==> config.mk <==
export PLATFORM = sky130hd
export DESIGN_NAME = score_bcd_multi
export DESIGN_NICKNAME = d
export VERILOG_FILES = /design/src/rtl/score_pkg.sv /design/src/rtl/bcd_dabble_lane.sv /design/src/rtl/score_bcd_multi.sv
export SDC_FILE = /design/constraint.sdc
export NUM_CORES = 1
export LEC_CHECK = 0
export ABC_AREA = 1
export CAP_MARGIN = 5
export CORE_ASPECT_RATIO = 1.4
export CORE_MARGIN = 1
export CORE_UTILIZATION = 27
export DETAILED_ROUTE_END_ITERATION = 7
export SETUP_SLACK_MARGIN = 0.4
export SYNTH_ARGS = -nofsm -noshare
export SYNTH_HDL_FRONTEND = slang
export SYNTH_HIERARCHICAL = 1
export SYNTH_SLANG_ARGS = --single-unit
==> constraint.sdc <==
create_clock -name clock -period 2.3 [get_ports clock]
set_clock_uncertainty 0.2 [all_clocks]
set_input_delay 0.46 -clock clock [delete_from_list [all_inputs] [get_ports clock]]
set_output_delay 0.46 -clock clock [all_outputs]
set_load 0.02 [all_outputs]
==> src/rtl/score_pkg.sv <==
// Shared types and helpers for the multi-channel binary-to-BCD score converter.
package score_pkg;

    typedef enum logic [1:0] {
        ST_IDLE,
        ST_SHIFT,
        ST_COMMIT
    } state_t;

    // Widest digit count supported by the helpers below.
    localparam int MAX_DIGITS = 9;

    // Largest value representable in the given number of BCD digits.
    function automatic logic [63:0] pow10_minus1(input int digits);
        logic [63:0] p;
        p = 64'd1;
        for (int i = 0; i < digits; i++) begin
            p = p * 64'd10;
        end
        return p - 64'd1;
    endfunction

    // Packed BCD word with the low 'digits' nibbles set to 9.
    function automatic logic [4*MAX_DIGITS-1:0] bcd_all_nines(input int digits);
        logic [4*MAX_DIGITS-1:0] r;
        r = '0;
        for (int i = 0; i < MAX_DIGITS; i++) begin
            if (i < digits) begin
                r[i*4 +: 4] = 4'd9;
            end
        end
        return r;
    endfunction

    // Bit counter width able to hold 0..bin_width.
    function automatic int cnt_width(input int bin_width);
        return $clog2(bin_width + 1);
    endfunction

endpackage

==> src/rtl/bcd_dabble_lane.sv <==
// One channel of the double-dabble engine: binary shift register, BCD
// accumulator and the per-nibble add-3 correction.
module bcd_dabble_lane
    import score_pkg::*;
#(
    parameter int BIN_WIDTH = 8,
    parameter int DIGITS    = 3
) (
    input  logic                  clock,
    input  logic                  reset_n,
    input  logic                  load,
    input  logic                  step,
    input  logic [BIN_WIDTH-1:0]  din,
    output logic [DIGITS*4-1:0]   bcd
);

    logic [BIN_WIDTH-1:0] bin_sr;
    logic [DIGITS*4-1:0]  bcd_adj;

    // Add 3 to every nibble that would reach 10 or more after the shift.
    always_comb begin
        bcd_adj = bcd;
        for (int d = 0; d < DIGITS; d++) begin
            if (bcd[d*4 +: 4] >= 4'd5) begin
                bcd_adj[d*4 +: 4] = bcd[d*4 +: 4] + 4'd3;
            end
        end
    end

    // Load clears the accumulator; each step shifts {bcd, bin} left by one.
    always_ff @(posedge clock or negedge reset_n) begin
        if (!reset_n) begin
            bin_sr <= '0;
            bcd    <= '0;
        end else if (load) begin
            bin_sr <= din;
            bcd    <= '0;
        end else if (step) begin
            bcd    <= {bcd_adj[DIGITS*4-2:0], bin_sr[BIN_WIDTH-1]};
            bin_sr <= bin_sr << 1;
        end
    end

endmodule

==> src/rtl/score_bcd_multi.sv <==
// Multi-channel binary-to-BCD score converter. All channels convert in
// parallel from one update request; results appear together at commit.
//
// state     | meaning
// ----------+----------------------------------------------------------
// ST_IDLE   | waiting for a request (or a request caught on a commit edge)
// ST_SHIFT  | one double-dabble step per edge, BIN_WIDTH edges in total
// ST_COMMIT | load score/overflow, pulse done, restart if a request is pending
module score_bcd_multi
    import score_pkg::*;
#(
    parameter int BIN_WIDTH = 8,
    parameter int DIGITS    = 3,
    parameter int CHANNELS  = 2
) (
    input  logic                           clock,
    input  logic                           reset_n,
    input  logic [CHANNELS*BIN_WIDTH-1:0]  binary,
    input  logic                           update,
    output logic [CHANNELS*DIGITS*4-1:0]   score,
    output logic [CHANNELS-1:0]            overflow,
    output logic                           busy,
    output logic                           done
);

    localparam int                      CNT_W     = cnt_width(BIN_WIDTH);
    localparam logic [63:0]             MAX_VAL   = pow10_minus1(DIGITS);
    localparam logic [4*MAX_DIGITS-1:0] NINES_ALL = bcd_all_nines(DIGITS);
    localparam logic [DIGITS*4-1:0]     NINES     = NINES_ALL[DIGITS*4-1:0];
    localparam logic [CNT_W-1:0]        LAST_STEP = CNT_W'(BIN_WIDTH - 1);

    state_t               state;
    logic                 update_q;
    logic                 pending;
    logic [CNT_W-1:0]     cnt;
    logic [CHANNELS-1:0]  sat;
    logic [CHANNELS-1:0]  sat_next;
    logic                 req;
    logic                 lane_load;
    logic                 lane_step;
    logic [DIGITS*4-1:0]  lane_bcd [CHANNELS];

    assign req = update & ~update_q;

    // Lanes capture on the same edge the FSM leaves IDLE or restarts from COMMIT.
    always_comb begin
        lane_load = ((state == ST_IDLE) && (req || pending)) ||
                    ((state == ST_COMMIT) && pending);
        lane_step = (state == ST_SHIFT);
    end

    // Saturation is judged on the raw binary value being captured.
    always_comb begin
        sat_next = '0;
        for (int c = 0; c < CHANNELS; c++) begin
            sat_next[c] = 64'(binary[c*BIN_WIDTH +: BIN_WIDTH]) > MAX_VAL;
        end
    end

    for (genvar c = 0; c < CHANNELS; c++) begin : g_lane
        bcd_dabble_lane #(
            .BIN_WIDTH(BIN_WIDTH),
            .DIGITS   (DIGITS)
        ) u_lane (
            .clock  (clock),
            .reset_n(reset_n),
            .load   (lane_load),
            .step   (lane_step),
            .din    (binary[c*BIN_WIDTH +: BIN_WIDTH]),
            .bcd    (lane_bcd[c])
        );
    end

    // Sequencer: edge detect, pending merge, bit counting and output commit.
    always_ff @(posedge clock or negedge reset_n) begin
        if (!reset_n) begin
            state    <= ST_IDLE;
            update_q <= 1'b0;
            pending  <= 1'b0;
            cnt      <= '0;
            sat      <= '0;
            score    <= '0;
            overflow <= '0;
            busy     <= 1'b0;
            done     <= 1'b0;
        end else begin
            update_q <= update;
            done     <= 1'b0;
            unique case (state)
                ST_IDLE: begin
                    if (req || pending) begin
                        state   <= ST_SHIFT;
                        cnt     <= '0;
                        sat     <= sat_next;
                        pending <= 1'b0;
                        busy    <= 1'b1;
                    end else begin
                        busy    <= 1'b0;
                    end
                end
                ST_SHIFT: begin
                    busy <= 1'b1;
                    if (req) begin
                        pending <= 1'b1;
                    end
                    cnt <= cnt + 1'b1;
                    if (cnt == LAST_STEP) begin
                        state <= ST_COMMIT;
                    end
                end
                ST_COMMIT: begin
                    busy <= 1'b1;
                    for (int c = 0; c < CHANNELS; c++) begin
                        score[c*DIGITS*4 +: DIGITS*4] <= sat[c] ? NINES : lane_bcd[c];
                    end
                    overflow <= sat;
                    done     <= 1'b1;
                    if (pending) begin
                        // A request already waiting absorbs one arriving on this edge.
                        pending <= 1'b0;
                        sat     <= sat_next;
                        cnt     <= '0;
                        state   <= ST_SHIFT;
                    end else begin
                        // A request on this edge is held and started from IDLE.
                        pending <= req;
                        state   <= ST_IDLE;
                    end
                end
                default: begin
                    state <= ST_IDLE;
                end
            endcase
        end
    end

endmodule

== After elaboration in Yosys (flattened, before gate mapping) ==
Cells that the tools add are included.

* Add/sub/neg operators: 7
* Eq/ne operators: 7
* Bitwise logic cells: 2
* Muxes and demuxes: 33
* $lt $le $gt $ge: 6
* Reduce and logical (&&, ||, !) cells: 14

{| class="wikitable"
|+ Operators by type and width
! cell !! count
|-
| two-way mux 12 bit || 6
|-
| two-way mux 8 bit || 4
|-
| greater-or-equal comparator 4 x 3 -> 1 bit, second input constant || 6
|-
| two-way mux 4 bit || 6
|-
| adder 4 x 2 -> 4 bit, second input constant || 4
|-
| case mux 4 bit (3 select lines) || 1
|-
| AND reduction 3 bit || 3
|-
| two-way mux 2 bit || 4
|-
| adder 3 x 2 -> 3 bit, second input constant || 2
|-
| two-way mux 1 bit || 6
|-
| two-way mux 3 bit || 2
|-
| != test 2 bit, second input constant || 3
|-
| case mux 2 bit (3 select lines) || 1
|-
| nonzero test 2 bit || 3
|-
| adder 4 x 1 -> 4 bit, second input constant || 1
|-
| equality test 4 x 3 -> 1 bit, second input constant || 1
|-
| case mux 2 bit (2 select lines) || 1
|-
| case mux 1 bit (3 select lines) || 1
|-
| nonzero test 3 bit || 1
|-
| equality test 2 x 1 -> 1 bit, second input constant || 1
|-
| equality test 2 bit, second input constant || 1
|-
| logical AND 1 bit || 2
|-
| zero test 2 bit || 1
|-
| logical OR 1 bit || 2
|-
| 6 further kinds || 6
|}

* Register bits after elaboration: 78
* Logic and storage cells: 82

== Longest topological paths before layout ==
Gate-level depths: netlist of the first run.

* Depth after elaboration: 6
* Gate-level depth with buffers: 13

== By module ==
Netlist of the first run, hierarchy kept.

{| class="wikitable"
|+ By module, submodules not included
! module !! sequential area each (µm²) !! area each (µm²) !! cells an instance !! instances
|-
| bcd_dabble_lane || 500.5 || 1183.6 || 142 || 2
|-
| score_bcd_multi || 850.8 || 1591.5 || 123 || 1
|}

== Worst setup path before layout of the first run ==
No wires, ideal clock.

* Path type: reg-to-reg
* Start: register state[0]
* End: register g_lane[0].u_lane.bin_sr[0]
* Path slack: 0.319 ns
* Data arrival time: 1.660 ns
* Data required time: 1.979 ns
* Stages on the path, launching flop included: 13
* Path through: dfrtp_1 -> inv_1 -> ha_1 -> buf_6 -> a21o_1 -> nand2_1 -> inv_1 -> buf_6 -> inv_8 -> nand2_8 -> inv_6 -> buf_8 -> a22o_1

* Longest elaborated chain between the ends: 4

{| class="wikitable"
|+ RTL lines
! item !! RTL line !! text
|-
| from (decl) || score_bcd_multi.sv:32 || <nowiki>state_t state;</nowiki>
|-
| from (signal assigned) || score_bcd_multi.sv:77 || <nowiki>state <= ST_IDLE;</nowiki>
|-
| from (signal assigned) || score_bcd_multi.sv:92 || <nowiki>state <= ST_SHIFT;</nowiki>
|-
| from (signal assigned) || score_bcd_multi.sv:108 || <nowiki>state <= ST_COMMIT;</nowiki>
|-
| equality test 2 bit / zero test 2 bit (equally long branches) || score_bcd_multi.sv:48, score_bcd_multi.sv:47 ||
|-
| logical AND 1 bit, on equally long branches || score_bcd_multi.sv:48, score_bcd_multi.sv:47 ||
|-
| logical OR 1 bit (*) || score_bcd_multi.sv:47 || <nowiki>lane_load = ((state == ST_IDLE) && (req || pending)) ||</nowiki>
|-
| net lane_load || score_bcd_multi.sv:39 || <nowiki>logic lane_load;</nowiki>
|-
| two-way mux 8 bit / nonzero test 2 bit (equally long branches) || -- ||
|-
| to (signal assigned) || bcd_dabble_lane.sv:36 || <nowiki>bin_sr <= din;</nowiki>
|-
| to (signal assigned) || bcd_dabble_lane.sv:40 || <nowiki>bin_sr <= bin_sr << 1;</nowiki>
|-
| to (decl) || bcd_dabble_lane.sv:17 || <nowiki>logic [BIN_WIDTH-1:0] bin_sr;</nowiki>
|}

The timed path passes the listed nets; every way through them passes the cells marked *.
A chain may end at the register's enable or synchronous reset.

== Worst setup path in the final report of the first run ==
* Start: register state[1]
* End: register g_lane[1].u_lane.bcd[4]

* Longest elaborated chain between the ends: 4

{| class="wikitable"
|+ RTL lines
! item !! RTL line !! text
|-
| equality test 2 bit / zero test 2 bit (equally long branches) || score_bcd_multi.sv:48, score_bcd_multi.sv:47 ||
|-
| logical AND 1 bit, on equally long branches || score_bcd_multi.sv:48, score_bcd_multi.sv:47 ||
|-
| logical OR 1 bit (*) || score_bcd_multi.sv:47 ||
|-
| net lane_load || score_bcd_multi.sv:39 ||
|-
| two-way mux 12 bit / nonzero test 2 bit (equally long branches) || -- ||
|-
| to (signal assigned) || bcd_dabble_lane.sv:39 || <nowiki>bcd <= {bcd_adj[DIGITS*4-2:0], bin_sr[BIN_WIDTH-1]};</nowiki>
|-
| to (decl) || bcd_dabble_lane.sv:14 || <nowiki>output logic [DIGITS*4-1:0] bcd</nowiki>
|}

Marked as above.

==> flow_summary.yaml, run 1 <==
power_and_ir_drop:
  ir_drop_v: 0.0003942
  power.total_mw: 5.942
  power_leakage_nw: 2.476
  power_density_mw_per_mm2: 1195
timing:
  min_period_ns: 1.837
  slew_viol_final: 0
  fmax_mhz: 544.2
  post-route-period-util_pct: 79.89
  worst_slack_ns: 0.4626
  whs_ns: 0.1498
  final.setup.tns_ns: 0
  rsz0062_at_grt: "true"
  final_hold_viol_count: 0
  setup_viol: 0
grt:
  grt_pass1_wl_um: 14330
  grt_pass1_vias: 3018
  antenna_found_initial: 0
  track_usage_pct: 11.76
  grt_overflow_total: 0
  grt_max_degree: 75
route:
  finalWirelength_um: 8498
  post_drt_wl_per_cell_um: 12.91
  dr.pass1.iters: 4
  viasPerCell: 4.547
  first_iter_violations: 155
  drc: 0
  antenna_left: 0
  vias: 2992
layout:
  num_antenna_cells: 0
  drive_gt1_share_pct: 21.32
  syn_to_final_growth_pct: 25.57
  design_area_mm2: 0.004971
  finalNetCount: 502
  nFillCells: 1423
placement:
  place_area_mm2: 0.004591
  portBuffers: 44
  hpwl_um: 5756
  gp_congestion: 0.8144
  pre_cts_slack_ns: -0.05043
cts:
  h-tree-depth: 3
  cts_tree: "built"
  clock-sinks: 74
  clk_pin_slew_worst_paths_ns: 0.06
  clockRootBuffer: "clkbuf_16"
  clock_path_buffers: 2
  cts_buffers: 9
  clock_latency_ns: 0.34
floorplanning:
  fp.dieArea_mm2: 0.01516
  num_io_pins: 47
  die_w_um: 104.3
  start_util_pct: 27.53
  die_h_um: 145.3
  core-area_mm2: 0.01438
  placementRows: 52
synth:
  synth_edf_count: 0
  synth.distinct_cells: 34
  synth_ff_type: "dfrtp_1"
  synth_top_area_share_pct: 46.78
  synth-seq-cells: 74
  seq_area_frac_synth_pct: 46.78
  async_reset_ff_share_pct: 100.0
  yosysTopAreaCell: "dfrtp_1"
  avgSynthCellArea_um2: 9.727
  yosysWarnings: 6
  syn_area_mm2: 0.003959
  synth_area_leaders: "dfrtp_1, nand2_1, mux2_4"
  synth_cells: 407
critical_path:
  crit_path_top_delay_cell: "dfrtp_2"
  cp-start-kind: "flip-flop"
  crit_buf_inv: 3
  endpoint_kind: "flip-flop"
  worstPathArrival_ns: 1.90
  r2r_start: "state[1]"
  crit_type: "flip-flop to flip-flop"
  r2r-end: "g_lane[1].u_lane/bcd[4]"
  r2r_cells: 9
  critPathMaxStageDelay_ns: 0.42
  path_cells: "inv_2 -> ha_4 -> a21o_1 -> nand2_2 -> inv_8 -> buf_12 -> nor2_4 -> nand2_1 -> o21bai_1"
  crit_family: "flip-flops"
  path_max_fanout: 8
  crit_required_ns: 2.36
  r2r_slack_ns: 0.46
status:
  run_status: "complete, no violations"
worst_hold_path:
  hold_class: "input port to flip-flop"
  holdPathEnd: "update_q"
  min_path_cells: 1
  worstHoldStart: "update"
job:
  maxCapViolations: 0
## timing repair
action | CTS | global route
pin swaps | 1 | 8
setup endpoints to repair | 64 | 37
buffers inserted | 1 | 2
hold buffers | 1 | 0
resized for setup | 30 | 15
endpoints found under the hold margin | 74 | 0
gates cloned | 1 | 1
## per-layer routing
metal / share of wire [%] / vias up / global-route usage [%]
met5: 0 / - / 0
met4: 1.9 / 0 / 5.571
met3: 3.3 / 11 / 2.111
met2: 51 / 67 / 20.56
met1: 43 / 1454 / 13.75
li1: - / 1460 / -
## cell families after synthesis
group | after synthesis | share of synthesized area [%]
flip-flops | 74 | 46.78
multiplexers | 24 | 8.723
adder cells (fa/ha/maj) | 19 | 6.005
buffers and inverters | 55 | 9.008
other | 1 | 0.09473
AO/OA/AOI/OAI | 56 | 8.629
AND/OR/NAND/NOR | 178 | 20.77
## power breakdown
part	total [mW]	internal, mW	switching [mW]
Combinational	2.58	1.04	1.54
Sequential	1.93	1.65	0.277
Clock	1.44	0.893	0.543
## synth_stat cells (4+ instances only)
library cell	number
nand2_1	101
dfrtp_1	74
inv_1	35
nand3_1	34
mux2_4	20
a21oi_1	19
ha_1	19
nor2_1	16
nand4_1	13
a21oi_2	9
o21ai_0	8
buf_6	7
o21ai_1	7
o22ai_1	6
inv_6	4
mux2_2	4
o21bai_1	4
## stage by stage
stage	util, %	instances
floorplan	-	408
global placement	31.93	636
detailed placement	31.93	636
CTS	34.06	655
global route	34.57	658
finish	34.57	658
## flip-flops by register name, summed over array words and instances, names as in the netlist
| name | count |
|---|---|
| score | 24 |
| g_lane.u_lane/bcd | 24 |
| pending | 1 |
| state | 2 |
| update_q | 1 |
| g_lane.u_lane/bin_sr | 16 |
| cnt | 4 |
| busy | 1 |
| done | 1 |
## final cells by class
| type | count | area (µm²) | share of cell area (%) |
|---|---|---|---|
| clock inverters | 5 | 52.55 | 1.057 |
| multi-input cells | 281 | 1837 | 36.95 |
| well taps | 189 | 236.5 | 4.757 |
| clock buffers | 11 | 252.7 | 5.084 |
| inverters | 42 | 202.7 | 4.078 |
| repair buffers | 56 | 535.5 | 10.77 |
| flip-flops and latches | 74 | 1854 | 37.30 |
## layout by cell type (no fill, tap or decap), types with 4 or more instances in the layout
cell and n:
a21oi_1 17, a21oi_2 11, buf_4 8, clkbuf_16 9
clkdlybuf4s50_1 16, dfrtp_1 72, dlygate4sd2_1 26, ha_1 16
inv_1 32, inv_6 4, mux2_2 4, mux2_4 20
nand2_1 98, nand2_2 4, nand3_1 34, nand4_1 13
nor2_1 12, nor2_2 8, o21ai_0 8, o21ai_1 7
o21bai_1 4, o22ai_1 4
## worst max-delay path by stage
stage / startpoint / to / slack, ns / cells after the start
finish: state[1] / g_lane[1].u_lane/bcd[4] / 0.46 / 9
global route: state[0] / g_lane[1].u_lane/bcd[7] / 0.40 / 9
CTS: state[1] / g_lane[1].u_lane/bin_sr[6] / 0.41 / 10
detailed placement: update / g_lane[1].u_lane/bcd[7] / -0.05 / 9
global placement: update / g_lane[1].u_lane/bcd[4] / -0.02 / 9
floorplan: state[0] / g_lane[0].u_lane/bin_sr[0] / 0.39 / 12
No activity file was read; power rests on OpenSTA's default activity.
==> run 2, diff against run 1 <==
==> constraint.sdc (replaced) <==
create_clock -name clock -period 1.9 [get_ports clock]
set_clock_uncertainty 0.2 [all_clocks]
set_input_delay 0.38 -clock clock [delete_from_list [all_inputs] [get_ports clock]]
set_output_delay 0.38 -clock clock [all_outputs]
set_load 0.02 [all_outputs]
==> run 2 against run 1 <==
  * Core utilization is 4.3 points higher
  * Hold slack improved by 0.15 ns
  * Maximum frequency increased by 1.6%
  * Design area grew 12%
  * Flip-flop and latch count unchanged
  * Non-clock buffer count up 30
  * Clock power rose by 35%
  * Routed wire length is 15% higher
  * Setup slack worse by 0.37 ns
  * Global-route usage rose by 1.5 points
  * Critical path depth increased by 1
  * Critical path type unchanged
  * Largest power group unchanged
==> flow_summary.yaml, run 2 (same netlist as run 1, synthesis figures left out) <==
timing:
  setup_viol: 0
  min_period_ns: 1.808
  post-route-period-util_pct: 95.18
  whs_ns: 0.2967
  rsz0062_at_grt: "true"
  slew_viol_final: 0
  worst_slack_ns: 0.09151
  fmax_mhz: 552.9
  final_hold_viol_count: 0
power_and_ir_drop:
  ir_drop_v: 0.0006028
  power_leakage_nw: 2.712
  power_density_mw_per_mm2: 1585
layout:
  syn_to_final_growth_pct: 41.02
  layout_commonest_cell: "nand2_1"
  drive_gt1_share_pct: 37.25
  layout_common_cells: "nand2_1, dfrtp_1, inv_1, nand3_1, buf_2"
  finalNonFillerCells: 691
  num_antenna_cells: 0
  nFillCells: 1339
  reg_top3: "g_lane.u_lane/bcd (24), score (24), g_lane.u_lane/bin_sr (16)"
  finalNetCount: 535
  design_area_mm2: 0.005583
critical_path:
  path_cells: "inv_2 -> ha_4 -> a21o_1 -> nand2_4 -> clkinv_8 -> clkinv_8 -> buf_12 -> nand2_8 -> nor2_1 -> o21bai_1"
  r2r-end: "g_lane[0].u_lane/bcd[8]"
  r2r_start: "state[0]"
  crit_path_top_delay_cell: "dfrtp_1"
  endpoint_kind: "flip-flop"
  path_max_fanout: 7
  r2r_slack_ns: 0.09
  crit_type: "flip-flop to flip-flop"
  crit_required_ns: 1.92
  cp-start-kind: "flip-flop"
  r2r_cells: 10
  worstPathArrival_ns: 1.82
  critPathMaxStageDelay_ns: 0.38
  cpMostUsedCell: "clkinv_8"
route:
  antenna_left: 0
  dr.pass1.iters: 4
  viasPerCell: 4.611
  finalWirelength_um: 9755
  first_iter_violations: 127
  drc: 0
  vias: 3186
  post_drt_wl_per_cell_um: 14.12
grt:
  grt-busiest-layer: "met2"
  grt_use_met2_pct: 22.65
  grt_use_met1_pct: 15.25
  antenna_found_initial: 0
  met3_usage_pct: 2.471
  grt_pass1_wl_um: 15950
  grt_max_degree: 75
  track_usage_pct: 13.31
  grt_pass1_vias: 3272
  grt_overflow_total: 0
worst_hold_path:
  holdPathEnd: "busy"
  worstHoldStart: "busy"
  hold_class: "flip-flop to flip-flop"
  min_path_cells: 2
cts:
  clock-sinks: 74
  cts_buffers: 9
  clk_pin_slew_worst_paths_ns: 0.06
  clock_latency_ns: 0.33
  cts_tree: "built"
  clock_path_buffers: 2
  clockRootBuffer: "clkbuf_16"
  h-tree-depth: 3
floorplanning:
  placementRows: 52
  die_w_um: 104.3
  core-area_mm2: 0.01438
  die_h_um: 145.3
  start_util_pct: 27.53
  num_io_pins: 47
  fp.dieArea_mm2: 0.01516
job:
  maxCapViolations: 0
status:
  run_status: "complete, no violations"
placement:
  pre_cts_slack_ns: -0.4396
  portBuffers: 44
  gp_congestion: 0.8435
  dpl.cell_count: 646
  place_area_mm2: 0.004676
  hpwl_um: 6054
run 2: changes by cell type in the layout (fill, tap and decap cells not counted), moves of 5 or more:
| cell | delta |
|---|---|
| buf_6 | +7 |
| buf_4 | +14 |
| nor2_2 | -6 |
| dlygate4sd2_1 | -26 |
| buf_2 | +24 |
| nand2_4 | +5 |
| nand2_1 | -11 |
| nand2_2 | +7 |
| buf_12 | +8 |
| nor2_4 | +8 |
run 2: area by class of cell:
type	instances	area [µm²]	share of cell area, %
multi-input combinational	282	2061	36.91
sequential	74	1853	33.19
timing repair buffer	86	852.1	15.26
tap	189	236.5	4.236
clock buffer	9	225.2	4.034
inverter	42	222.7	3.989
clock inverter	7	117.6	2.107
timing repair inverter	2	15.01	0.2689
run 2: worst max-delay path by stage:
stage | start | to | slack (ns)
after floorplan | state[0] | g_lane[0].u_lane/bin_sr[0] | -0.01
after global placement | update | g_lane[0].u_lane/bin_sr[6] | -0.31
after detailed placement | update | g_lane[0].u_lane/bin_sr[7] | -0.44
after CTS | state[1] | g_lane[0].u_lane/bin_sr[4] | 0.11
after global routing | state[0] | g_lane[0].u_lane/bcd[4] | 0.01
final | state[0] | g_lane[0].u_lane/bcd[8] | 0.09
run 2: metal layers:
| metal | vias to the layer above | share of wire, % |
|---|---|---|
| met5 | - | 0 |
| met4 | 0 | 2.2 |
| met3 | 16 | 3.2 |
| met2 | 83 | 53 |
| met1 | 1550 | 42 |
| li1 | 1537 | - |
run 2: per-stage QoR:
| step | setup TNS [ns] | power, mW | util (%) |
|---|---|---|---|
| floorplan | -0.02745 | 4.782 | - |
| global placement | -10.52 | 5.500 | 32.52 |
| detailed placement | -11.83 | 5.610 | 32.52 |
| CTS | 0 | 8.480 | 37.02 |
| global route | 0 | 9.391 | 38.83 |
| finish | 0 | 8.851 | 38.83 |
run 2: critical path: cells and delay by family (launching register included):
family          cells  cell delay (ns)
simple gates        3             0.23
buf+inv             4             0.41
compound gates      2             0.31
flops               1             0.38
fa+ha+maj           1             0.14
run 2: timing repair:
| item | in CTS | in global routing |
|---|---|---|
| endpoints found under the hold margin | 74 | 0 |
| gates cloned | 8 | 0 |
| setup endpoints to repair | 97 | 75 |
| resized for setup | 153 | 41 |
| hold buffers | 1 | 0 |
| pin swaps | 19 | 10 |
| setup buffers | 11 | 9 |
run 2: report_power, final:
group / internal (mW) / leakage (nW) / switching (mW)
registers: 2.00 / 0.972 / 0.358
clock network: 1.28 / 0.169 / 0.668
logic: 2.12 / 1.57 / 2.43
total: 5.40 / 2.71 / 3.46
==> run 3, diff against run 2 <==
--- a/config.mk
+++ b/config.mk
@@ -7,7 +7,6 @@
 export LEC_CHECK = 0
 export ABC_AREA = 1
 export CAP_MARGIN = 5
-export CORE_ASPECT_RATIO = 1.4
 export CORE_MARGIN = 1
 export CORE_UTILIZATION = 27
 export DETAILED_ROUTE_END_ITERATION = 7
==> run 3 against run 2 <==
  * Register-to-register slack improved by 0.02 ns
  * Power down 5.7%
  * First-iteration DRC count increased by 66%
  * Critical path type unchanged
  * Largest cell class unchanged
==> flow_summary.yaml, run 3 (same netlist as run 1, synthesis figures left out) <==
floorplanning:
  core-area_mm2: 0.01410
  num_io_pins: 47
  placementRows: 43
  die_w_um: 123.1
  start_util_pct: 28.08
  die_h_um: 123.1
  fp.dieArea_mm2: 0.01515
grt:
  grt_pass1_wl_um: 15280
  grt_pass1_vias: 3073
  grt_max_degree: 75
  grt_overflow_total: 0
  track_usage_pct: 13.33
  antenna_found_initial: 0
layout:
  num_antenna_cells: 0
  drive_gt1_share_pct: 33.13
  nFillCells: 1370
  layout_common_cells: "nand2_1, dfrtp_1, nand3_1, inv_1, buf_4"
  finalNetCount: 528
  final_util_pct: 37.90
  reg_top3: "g_lane.u_lane/bcd (24), score (24), g_lane.u_lane/bin_sr (16)"
  layout_commonest_cell: "nand2_1"
  syn_to_final_growth_pct: 34.96
cts:
  clk_pin_slew_worst_paths_ns: 0.06
  cts_tree: "built"
  clock_latency_ns: 0.33
  cts_buffers: 9
  clock-sinks: 74
  h-tree-depth: 3
  clock_path_buffers: 2
  clockRootBuffer: "clkbuf_16"
route:
  post_drt_wl_per_cell_um: 13.93
  drc: 0
  dr.pass1.iters: 4
  finalWirelength_um: 9403
  vias: 3136
  antenna_left: 0
  first_iter_violations: 211
  viasPerCell: 4.646
placement:
  gp_congestion: 0.7749
  portBuffers: 44
  hpwl_um: 5949
timing:
  setup_viol: 0
  final_hold_viol_count: 0
  min_period_ns: 1.786
  whs_ns: 0.2980
  rsz0062_at_grt: "true"
  post-route-period-util_pct: 93.98
  slew_viol_final: 0
  fmax_mhz: 560.0
critical_path:
  crit_path_top_delay_cell: "dfrtp_1"
  path_max_fanout: 13
  crit_required_ns: 1.92
  cp-start-kind: "flip-flop"
  crit_type: "flip-flop to flip-flop"
  worstPathArrival_ns: 1.81
  critPathMaxStageDelay_ns: 0.39
  crit_family: "buffers and inverters"
  crit_buf_inv: 4
  cpMostUsedCell: "inv_8"
  path_cells: "inv_2 -> ha_4 -> a21o_1 -> nand2_2 -> inv_8 -> clkinv_8 -> nand2_8 -> inv_8 -> a21oi_2 -> a21oi_1"
  endpoint_kind: "flip-flop"
job:
  maxCapViolations: 0
power_and_ir_drop:
  power_leakage_nw: 2.600
  power.total_mw: 8.350
  power_density_mw_per_mm2: 1563
  ir_drop_v: 0.0007714
worst_hold_path:
  hold_class: "flip-flop to flip-flop"
status:
  run_status: "complete, no violations"
run 3: cell types whose count changed in the layout (fill, tap and decap cells not counted), moves of 4 or more:
cell / previous run / this run
nand2_1: 87 / 97
buf_12: 11 / 4
nand2_2: 11 / 4
o21ai_1: 4 / 9
buf_6: 7 / 11
mux2_2: 0 / 4
mux2_4: 24 / 20
o21ai_2: 4 / 0
run 3: power breakdown:
group	switching, mW	internal [mW]
Sequential	0.374	2.00
Combinational	2.23	1.92
Clock	0.655	1.18
Total	3.26	5.09
run 3: final timing paths:
check	startpoint	endpoint	slack (ns)	depth (start not counted)
max	state[0]	g_lane[1].u_lane/bin_sr[6]	0.11	10
min	busy	busy	0.30	2
max reg2reg	state[0]	g_lane[1].u_lane/bin_sr[6]	0.11	10
min reg2reg	busy	busy	0.30	2
max in group asynchronous	reset_n	g_lane[0].u_lane/bin_sr[1]	0.76	3
min in group asynchronous	reset_n	g_lane[0].u_lane/bin_sr[2]	0.38	3
run 3: cell type report:
class / instances / area, µm² / share of cell area [%]
Multi-Input combinational cell: 282 / 1978 / 37.03
Sequential cell: 74 / 1852 / 34.66
Timing Repair Buffer: 81 / 754.5 / 14.12
Clock buffer: 11 / 242.7 / 4.543
Tap cell: 180 / 225.2 / 4.215
Inverter: 42 / 212.7 / 3.981
Clock inverter: 5 / 77.57 / 1.452
run 3: repair_timing:
action | in CTS | in global routing
setup buffers | 9 | 6
hold buffers | 1 | 0
hold endpoints to repair | 74 | 0
gates resized for setup | 147 | 25
endpoints found under the setup margin | 97 | 76
pin swaps | 20 | 12
cloned | 6 | 0
run 3: worst reg2reg max path: cells and delay by family, from the launching register on:
kind	cells	cell delay (ns)
AO/OA/AOI/OAI	3	0.33
adder cells (fa/ha/maj)	1	0.14
AND/OR/NAND/NOR	2	0.19
flip-flops	1	0.39
buffers and inverters	4	0.43
run 3: through the flow:
stage	TNS, ns	cells	area [µm²]	setup WS [ns]
floorplan	-0.02745	408	4003	-0.01014
global placement	-7.595	637	4654	-0.2432
detailed placement	-8.155	637	4654	-0.2584
CTS	0	669	5205	0.1336
global route	0	675	5343	0.02096
finish	0	675	5343	0.1144
run 3: routing by layer:
layer / wire (µm) / track usage, % / up-vias
met5: 0 / 0 / -
met4: 121 / 5.271 / 0
met3: 404 / 3.044 / 8
met2: 4509 / 21.45 / 73
met1: 4367 / 17.34 / 1532
li1: - / - / 1523
